**src/rtl/stream_mux_rr_pkg.sv**
```systemverilog
// stream_mux_rr_pkg
//   Shared definitions for the round-robin / fixed-priority stream multiplexer.
//   Provides the arbitration mode constants and a clog2 helper used to size
//   the channel index (SEL_W) consistently in the interface, arbiter and top.
package stream_mux_rr_pkg;

  localparam int MODE_RR    = 0;
  localparam int MODE_FIXED = 1;

  // Width needed to hold an index 0..value-1, never less than one bit so a
  // two-channel mux still gets a real select signal.
  function automatic int clog2(input int value);
    int result;
    result = 1;
    for (int i = 1; i < 31; i++) begin
      if ((1 << i) < value) begin
        result = i + 1;
      end
    end
    return result;
  endfunction

endpackage

```
**src/rtl/stream_mux_rr_if.sv**
```systemverilog
// stream_mux_rr_if
//   Bundles the producer-side and consumer-side handshakes of the multiplexer.
//   Ports (signals):
//     in_data   N_CH*WIDTH  channel i at [i*WIDTH +: WIDTH]
//     in_valid  N_CH        per-channel valid
//     in_ready  N_CH        per-channel ready, one-hot or zero
//     out_data  WIDTH       registered output beat
//     out_sel   SEL_W       channel that supplied out_data
//     out_valid 1           output holds a beat
//     out_ready 1           consumer accepts the beat
//   Modports: slave = the multiplexer, master = the environment driving it.
interface stream_mux_rr_if
  import stream_mux_rr_pkg::*;
#(
  parameter int N_CH  = 4,
  parameter int WIDTH = 8
) ();

  localparam int SEL_W = clog2(N_CH);

  logic [N_CH*WIDTH-1:0] in_data;
  logic [N_CH-1:0]       in_valid;
  logic [N_CH-1:0]       in_ready;
  logic [WIDTH-1:0]      out_data;
  logic [SEL_W-1:0]      out_sel;
  logic                  out_valid;
  logic                  out_ready;

  modport master (
    output in_data, in_valid, out_ready,
    input  in_ready, out_data, out_sel, out_valid
  );

  modport slave (
    input  in_data, in_valid, out_ready,
    output in_ready, out_data, out_sel, out_valid
  );

endinterface

```
**src/rtl/stream_mux_rr_arbiter.sv**
```systemverilog
// stream_mux_rr_arbiter
//   Purely combinational arbiter producing a one-hot (or zero) grant.
//   Ports:
//     req    in   N_CH   request vector (channel valids)
//     last   in   SEL_W  index of the most recently served channel
//     grant  out  N_CH   one-hot grant, zero when nothing is requested
//   MODE_RR scans last+1, last+2, ... with wrap; MODE_FIXED picks the lowest
//   requesting index and ignores last.
module stream_mux_rr_arbiter
  import stream_mux_rr_pkg::*;
#(
  parameter int N_CH = 4,
  parameter int MODE = MODE_RR
) (
  input  logic [N_CH-1:0]        req,
  input  logic [clog2(N_CH)-1:0] last,
  output logic [N_CH-1:0]        grant
);

  localparam int SEL_W = clog2(N_CH);

  logic             found;
  logic [SEL_W-1:0] idx;

  // The wrap uses an explicit compare against N_CH-1 rather than relying on
  // natural overflow, so channel counts that are not a power of two still
  // cycle through exactly N_CH positions.
  always_comb begin
    grant = '0;
    found = 1'b0;
    idx   = last;
    if (MODE == MODE_FIXED) begin
      for (int i = 0; i < N_CH; i++) begin
        if (req[i] && !found) begin
          grant[i] = 1'b1;
          found    = 1'b1;
        end
      end
    end else begin
      for (int k = 0; k < N_CH; k++) begin
        idx = (idx == SEL_W'(N_CH - 1)) ? '0 : idx + 1'b1;
        if (req[idx] && !found) begin
          grant[idx] = 1'b1;
          found      = 1'b1;
        end
      end
    end
  end

endmodule

```
**src/rtl/stream_mux_rr.sv**
```systemverilog
// stream_mux_rr
//   N-channel, WIDTH-bit streaming multiplexer with internal arbitration and a
//   registered output stage (one cycle from input transfer to out_valid).
//   Ports:
//     clk  in  1  rising-edge clock
//     rst  in  1  asynchronous active-high reset
//     bus  slave modport of stream_mux_rr_if (input channels + output stream)
//   Parameters: N_CH channels (2..16), WIDTH bits per beat, MODE 0 = round
//   robin, 1 = fixed priority with lowest index winning.
module stream_mux_rr
  import stream_mux_rr_pkg::*;
#(
  parameter int N_CH  = 4,
  parameter int WIDTH = 8,
  parameter int MODE  = MODE_RR
) (
  input  logic           clk,
  input  logic           rst,
  stream_mux_rr_if.slave bus
);

  localparam int SEL_W = clog2(N_CH);

  logic [N_CH-1:0]  grant;
  logic [N_CH-1:0]  ready;
  logic [SEL_W-1:0] last;
  logic [SEL_W-1:0] grant_idx;
  logic [WIDTH-1:0] sel_data;
  logic [WIDTH-1:0] data_q;
  logic [SEL_W-1:0] sel_q;
  logic             valid_q;
  logic             load;
  logic             accept;

  stream_mux_rr_arbiter #(
    .N_CH (N_CH),
    .MODE (MODE)
  ) u_arbiter (
    .req   (bus.in_valid),
    .last  (last),
    .grant (grant)
  );

  // The output register may take a new beat when it is empty or being drained
  // this cycle. Ready is forced low during reset so no producer sees a
  // handshake that the register is about to discard.
  assign load   = ~valid_q | bus.out_ready;
  assign ready  = (rst || !load) ? '0 : grant;
  assign accept = |(bus.in_valid & ready);

  // Grant is one-hot, so the encoder and data select can simply OR in the
  // single matching channel.
  always_comb begin
    grant_idx = '0;
    sel_data  = '0;
    for (int i = 0; i < N_CH; i++) begin
      if (grant[i]) begin
        grant_idx = SEL_W'(i);
        sel_data  = bus.in_data[i*WIDTH +: WIDTH];
      end
    end
  end

  // Output stage and round-robin pointer. The pointer only moves on an
  // accepted transfer, so stalls and idle cycles keep the rotation intact.
  always_ff @(posedge clk or posedge rst) begin
    if (rst) begin
      valid_q <= 1'b0;
      data_q  <= '0;
      sel_q   <= '0;
      last    <= SEL_W'(N_CH - 1);
    end else if (accept) begin
      valid_q <= 1'b1;
      data_q  <= sel_data;
      sel_q   <= grant_idx;
      last    <= grant_idx;
    end else if (bus.out_ready) begin
      valid_q <= 1'b0;
    end
  end

  assign bus.in_ready  = ready;
  assign bus.out_data  = data_q;
  assign bus.out_sel   = sel_q;
  assign bus.out_valid = valid_q;

endmodule

```
**src/flat_wrapper.sv**
```systemverilog
// flat-port wrapper written by rule: the top's interface ports become plain ports
module stream_mux_rr_flat import stream_mux_rr_pkg::*;
#(
  parameter int N_CH  = 4,
  parameter int WIDTH = 8,
  parameter int MODE  = MODE_RR
)
  (clk, rst, bus_in_data, bus_in_valid, bus_out_ready, bus_in_ready, bus_out_data, bus_out_sel, bus_out_valid);
  stream_mux_rr_if #(.N_CH(N_CH), .WIDTH(WIDTH)) bus_i ();
  input  logic clk;
  input  logic rst;
  input wire logic [$bits(bus_i.in_data)-1:0] bus_in_data;
  input wire logic [$bits(bus_i.in_valid)-1:0] bus_in_valid;
  input wire logic [$bits(bus_i.out_ready)-1:0] bus_out_ready;
  output wire logic [$bits(bus_i.in_ready)-1:0] bus_in_ready;
  output wire logic [$bits(bus_i.out_data)-1:0] bus_out_data;
  output wire logic [$bits(bus_i.out_sel)-1:0] bus_out_sel;
  output wire logic [$bits(bus_i.out_valid)-1:0] bus_out_valid;
  assign bus_i.in_data = bus_in_data;
  assign bus_i.in_valid = bus_in_valid;
  assign bus_i.out_ready = bus_out_ready;
  assign bus_in_ready = bus_i.in_ready;
  assign bus_out_data = bus_i.out_data;
  assign bus_out_sel = bus_i.out_sel;
  assign bus_out_valid = bus_i.out_valid;
  stream_mux_rr #(.N_CH(N_CH), .WIDTH(WIDTH), .MODE(MODE)) u_core (.clk(clk), .rst(rst), .bus(bus_i));
endmodule
```
**config.mk**
```make
export PLATFORM = sky130hd
export DESIGN_NAME = stream_mux_rr_flat
export DESIGN_NICKNAME = d
export VERILOG_FILES = /design/src/rtl/stream_mux_rr_pkg.sv /design/src/rtl/stream_mux_rr_if.sv /design/src/rtl/stream_mux_rr_arbiter.sv /design/src/rtl/stream_mux_rr.sv /design/src/flat_wrapper.sv
export SDC_FILE = /design/constraint.sdc
export NUM_CORES = 1
export LEC_CHECK = 0
export BUFFER_PORTS_ARGS = -buffer_cell sky130_fd_sc_hd__buf_2
export CAP_MARGIN = 20
export CORE_ASPECT_RATIO = 1.25
export CORE_MARGIN = 5
export CORE_UTILIZATION = 47
export CTS_BUF_LIST = sky130_fd_sc_hd__clkbuf_16
export DETAILED_ROUTE_END_ITERATION = 7
export PLACE_DENSITY = 0.77
export SYNTH_ARGS = -nofsm -noshare
export SYNTH_HDL_FRONTEND = slang
export SYNTH_SLANG_ARGS = --single-unit
```
**constraint.sdc**
```tcl
create_clock -name clk -period 4.02 [get_ports clk]
set_input_delay 0.804 -clock clk [delete_from_list [all_inputs] [get_ports clk]]
set_output_delay 0.804 -clock clk [all_outputs]
set_load 0.01 [all_outputs]
```
* Yosys cells after proc, flatten, opt, wreduce, memory -nomap -nowiden
Index checks and enable logic that the tools add are counted. Widths: inputs -> output; s select.
Cells by class: add/sub/neg operators 4, bitwise operators 6, equal/unequal tests 4, order comparisons 8, multiplexer cells 37, reduce and logical (&&, ||, !) cells 14
Operators with widths (count):
- $mux 8 | 4
- $mux 4 | 5
- $mux 1 | 14
- $lt 2x3->1 const B | 4
- $mux 2 | 6
- $or 4x4->4 | 3
- $add 2x1->2 const B | 4
- $bmux 1 s2 | 4
- $demux 1 s2 | 4
- $eq 2x2->1 const B | 4
- $ge 2x1->1 const B | 4
- $logic_and 1x1->1 | 7
- $and 4x4->4 | 1
- $logic_not 1->1 | 4
- $reduce_or 4->1 | 1
- $reduce_bool 2->1 | 1
- $logic_or 1x1->1 | 1
- $not 1->1 | 1
- $or 1x1->1 | 1
Storage, ports and cells: input bits 39, word-level logic and storage cells 77, register bits after elaboration 13, output and inout bits 15

* Longest topological paths before layout
depth after elaboration 18, depth in mapped cells 12, mapped depth without buffers 10

* By module
Synthesis repeated with hierarchy kept, for this count alone.
Unflattened totals: cell total of the unflattened synthesis 133, area total of the unflattened synthesis 1208.7 µm²
By module, submodules not included:
- stream_mux_rr | times used 1, cells each 73, sequential area each 327.8 µm², area an instance 742.0 µm²
- stream_mux_rr_arbiter | times used 1, cells each 60, sequential area each 0.0 µm², area an instance 466.7 µm²

* Worst setup path after synthesis
OpenSTA, ideal clock, no wires.
path type register -> output, from register u_core.last[0], to output bus_in_ready[3], data required time 3.216 ns, setup slack 0.561 ns, cell stages (with the launch flop) 11, data arrival time 2.655 ns, path buffers 2, path through dfstp_2 inv_1 ha_1 buf_2 mux2_1 mux2_2 and2_0 a221o_1 nor2_1 clkbuf_1 nor2_1
Between the ends: longest elaborated chain between the ends 15, elaborated cells on any way between the ends 57, classes of those cells 4 x add/sub; 8 x order compare; 4 x eq/ne; 28 x mux; 3 x bitwise; 10 x reduce/logical
Ends and longest elaborated chain:
- start, declared | RTL line stream_mux_rr.sv:26 | logic [SEL_W-1:0] last;
- start signal, assigned | RTL line stream_mux_rr.sv:71 | last <= SEL_W'(N_CH - 1);
- start signal, assigned | RTL line stream_mux_rr.sv:76 | last <= grant_idx;
- $add 2x1->2 or $eq 2x2->1 (tied branches) | RTL line stream_mux_rr_arbiter.sv:41 | idx = (idx == SEL_W'(N_CH - 1)) ? '0 : idx + 1'b1;
- $mux 2 * | RTL line stream_mux_rr_arbiter.sv:41
- $add 2x1->2, or another cell as far along | RTL line stream_mux_rr_arbiter.sv:41
- $mux 2 or $mux 1 (tied branches) | RTL line stream_mux_rr_arbiter.sv:41, stream_mux_rr_arbiter.sv:42
- $add 2x1->2, or another cell as far along | RTL line stream_mux_rr_arbiter.sv:41
- $mux 2, or another cell as far along | RTL line stream_mux_rr_arbiter.sv:41
- $add 2x1->2, or another cell as far along | RTL line stream_mux_rr_arbiter.sv:41
- $mux 2, or another cell as far along | RTL line stream_mux_rr_arbiter.sv:41
- $lt 2x3->1 (not written as such), or another cell as far along | RTL line stream_mux_rr_arbiter.sv:43 | grant[idx] = 1'b1;
- $logic_and 1x1->1 (not written as such), or another cell as far along | RTL line stream_mux_rr_arbiter.sv:43
- $mux 1 (not written as such), or another cell as far along | RTL line stream_mux_rr_arbiter.sv:43
- $demux 1 s2, or another cell as far along | RTL line stream_mux_rr_arbiter.sv:43
- $or 4x4->4 (no line) or $logic_and 1x1->1 (tied branches)
- $mux 4 * | RTL line stream_mux_rr_arbiter.sv:42 | if (req[idx] && !found) begin
- $mux 4 * | RTL line stream_mux_rr.sv:48 | assign ready = (rst || !load) ? '0 : grant;
- end, declared | RTL line flat_wrapper.sv:15 | output wire logic [$bits(bus_i.in_ready)-1:0] bus_in_ready;
Mark *: on every way between the ends. The rest lies on a longest branch, timed or not. The select of a mux whose other input is x is not followed.

* Worst setup path in the final report
from register u_core.last[0], to output bus_in_ready[0]
Same word-level chain as after synthesis.

==> results.sh <==
export IMPL_cts_sinks=13
export IMPL_first_iter_violations=44
export IMPL_r2r_start="u_core.last[0]"
export IMPL_min_delay_start="u_core.bus.out_valid"
export IMPL_final_antenna_net_count=0
export IMPL_die_area_um2=3760
export IMPL_power_density_nw_per_um2=924
export IMPL_syn_num_nets=196
export IMPL_grt_antenna_before_repair=0
export IMPL_critical_path_slowest_cell="dfstp_2"
export IMPL_grt_pass1_vias=1411
export IMPL_crit_start="u_core.last[0]"
export IMPL_die_y_um=67.3
export IMPL_synth_async_reset_ratio_pct=100
export IMPL_postPlaceCellArea_um2=1530
export IMPL_cts_buffer_depth=2
export IMPL_slew_headroom_pct=33.6
export IMPL_synthesis_area_um2=1230
export IMPL_core_area_um2=2480
export IMPL_drive_above_1_share_pct=34.7
export IMPL_synth_edff_count=0
export IMPL_worstMarginPinSlew_ps=995
export IMPL_yosysSeqAreaShare_pct=26.6
export IMPL_max_stage_delay_ps=600
export IMPL_cp_arrival_ps=3000
export IMPL_synthTopCellsByArea="dfrtp_1 (22%), ha_1 (7.1%), o2bb2ai_1 (6.4%), a31oi_1 (6.1%), nor2_1 (4.9%)"
export IMPL_post_drt_wl_per_cell_um=15.1
export IMPL_cp_end_kind="primary output"
export IMPL_rrSetupSlack_ps=510
export IMPL_setup_violations=0
export IMPL_row_count=20
export IMPL_path_max_fanout=7
export IMPL_path_cells="inv_1 > ha_1 > mux2_1 > mux2_2 > a22o_1 > a21o_1 > or2_2 > nor2b_1 > buf_2"
export IMPL_insertion_delay_ps=240
export IMPL_critical_path_class="register to primary output"
export IMPL_cp_start_kind="register"
export IMPL_synth_fa_ha_area_share_pct=7.10
export IMPL_nNetsFinal=249
export IMPL_cp_required_ps=3220
export IMPL_synthMuxAreaShare_pct=7.40
export IMPL_path_clk_slew_ps=50
export IMPL_max_vdd_ir_drop_uv=599
export IMPL_leakagePower_nw=0.759
export IMPL_synth_main_ff_cell="dfrtp_1"
export IMPL_hpwlAfterDp_um=2830
export IMPL_drcViolationCount=0
export IMPL_r2r_cells=10
export IMPL_synthToLayoutAreaGrowth_pct=30.1
export IMPL_overflow=0
export IMPL_status="finished clean"
export IMPL_start_util_pct=49.8
export IMPL_fmax_mhz=263
export IMPL_postSynthAreaPerCell_um2=8.22
export IMPL_synthDistinctLibCells=46
export IMPL_diodes=0
export IMPL_synth_compound_area_share_pct=28.1
export IMPL_highest_layer="met4"
export IMPL_synth_area_leader_cell="dfrtp_1"
export IMPL_clock_root_buffer="clkbuf_16"
export IMPL_synth_top_family_by_area="compound AO/OA/AOI/OAI gates"
export IMPL_htree_levels=1
export IMPL_slew_viol_final=0
export IMPL_postCtsHoldBufs=0
export IMPL_grt_pass1_wl_um=5980
export IMPL_wirelength_um=3540
export IMPL_yosys_area_share_simple_pct=26.4
export IMPL_syn_inst=150
export IMPL_hold_depth=1
export IMPL_fin_crit_sh_pct=94.6
export IMPL_fill_cells=205
export IMPL_num_vias=1332
export IMPL_grt_max_degree=26
export IMPL_most_common_layout_cells="buf_2 (53), nor2_1 (16), nand2_1 (12), a31oi_1 (12), dfrtp_1 (11)"
export IMPL_numCtsBuffers=3
export IMPL_synth_xor_area_share_pct=0
export IMPL_reg2reg_to="u_core.bus.out_data[0]"
export IMPL_design_area_um2=1610
export IMPL_io_buffer_count=53
export IMPL_wl_met1_um=1460
export IMPL_wl_met2_um=1740
export IMPL_fin_skew_ps=2.10
export IMPL_wl_met3_um=286
export IMPL_final_common_cell="buf_2"
export IMPL_first_pass_iters=4
export IMPL_place_congestion=0.817
export IMPL_yosysWarnings=0
export IMPL_drv_cap=0
export IMPL_final_hold_viol_count=0
export IMPL_yosysTopAreaCellShare_pct=22.3
export IMPL_min_period_ps=3800
export IMPL_die_w_um=55.8
export IMPL_rsz0062_at_grt="false"
export IMPL_viasPerCell=5.67
export IMPL_post_cts_buffers=0
export IMPL_hold_path_end="u_core.bus.out_valid"
export IMPL_cts_tree="yes"
export IMPL_hold_path_class="register to register"
export IMPL_grt_usage_pct=20.0
export IMPL_ios=54
export IMPL_synth_seq_cells=13
export IMPL_ctsResizeCount=0
export IMPL_timing_setup_tns_ps=0
## per-stage QoR
stage	instances	total power (W)	worst slack [ps]	util, %	hold WS [ps]
after floorplan	150	0.00103	561	-	515
after global placement	231	0.00126	582	61.6	480
after detailed placement	231	0.00129	500	61.6	524
after CTS	235	0.00148	239	64.8	535
after global routing	235	0.00161	83.8	64.8	562
final	235	0.00148	219	64.8	530
## critical path: cells and delay by family, from the launching register on
| family | cells | cell delay, ps |
|---|---|---|
| AO/OA/AOI/OAI | 2 | 400 |
| adder cells (fa/ha/maj) | 1 | 450 |
| buffers and inverters | 2 | 240 |
| flip-flops | 1 | 600 |
| multiplexers | 2 | 670 |
| AND/OR/NAND/NOR | 2 | 410 |
## sequential cells by signal (all words and copies together) (netlist names)
register and count:
u_core.bus.out_valid 1, u_core.bus.out_sel 2, u_core.bus.out_data 8, u_core.last 2
## layout make-up
cell class	instances	area, um^2	area share [%]
Multi-Input combinational cell	124	851	53.0
Sequential cell	13	328	20.4
Timing Repair Buffer	56	288	17.9
Clock buffer	3	75.1	4.68
Tap cell	33	41.3	2.57
Inverter	5	18.8	1.17
Clock inverter	1	3.75	0.234
## kinds of logic after synthesis
logic type | count (synthesis)
AO/OA/AOI/OAI | 48
buffers and inverters | 13
AND/OR/NAND/NOR | 62
adder cells (fa/ha/maj) | 7
flip-flops | 13
multiplexers | 7
## cell usage after synthesis (2+ instances only)
cell type / instances
buf_1: 2
a21oi_1: 8
o21ai_0: 2
dfstp_2: 2
o21ai_1: 2
clkbuf_1: 3
nor2b_1: 9
mux2i_1: 2
buf_2: 2
a21o_1: 3
nor3_2: 2
ha_1: 7
o2bb2ai_1: 9
nor2_1: 16
a31oi_1: 12
mux2_1: 2
inv_1: 5
a22o_1: 2
nand3_1: 9
o31ai_1: 2
nand2_1: 12
a21boi_0: 3
dfrtp_1: 11
## worst max-delay path by stage
stage	endpoint	cells after the start	slack, ps
finish	bus_in_ready[0]	9	220
global route	u_core.bus.out_data[0]	10	80
floorplan	bus_in_ready[3]	10	560
global placement	bus_in_ready[0]	9	580
detailed placement	bus_in_ready[0]	9	500
CTS	bus_in_ready[0]	9	240
## per-layer routing
metal  up-vias  track usage [%]
met5         -                0
met4         0             7.72
met3         6             4.40
met2        60             36.5
met1       609             22.8
li1        657                -
## power breakdown
part / total (W) / internal [W] / switching [W]
Combinational: 0.00103 / 0.000445 / 0.000587
Clock: 0.000189 / 0.000131 / 0.0000575
Sequential: 0.000263 / 0.000213 / 0.0000504
Total: 0.00148 / 0.000789 / 0.000694
(Power assumes the default switching activity.)
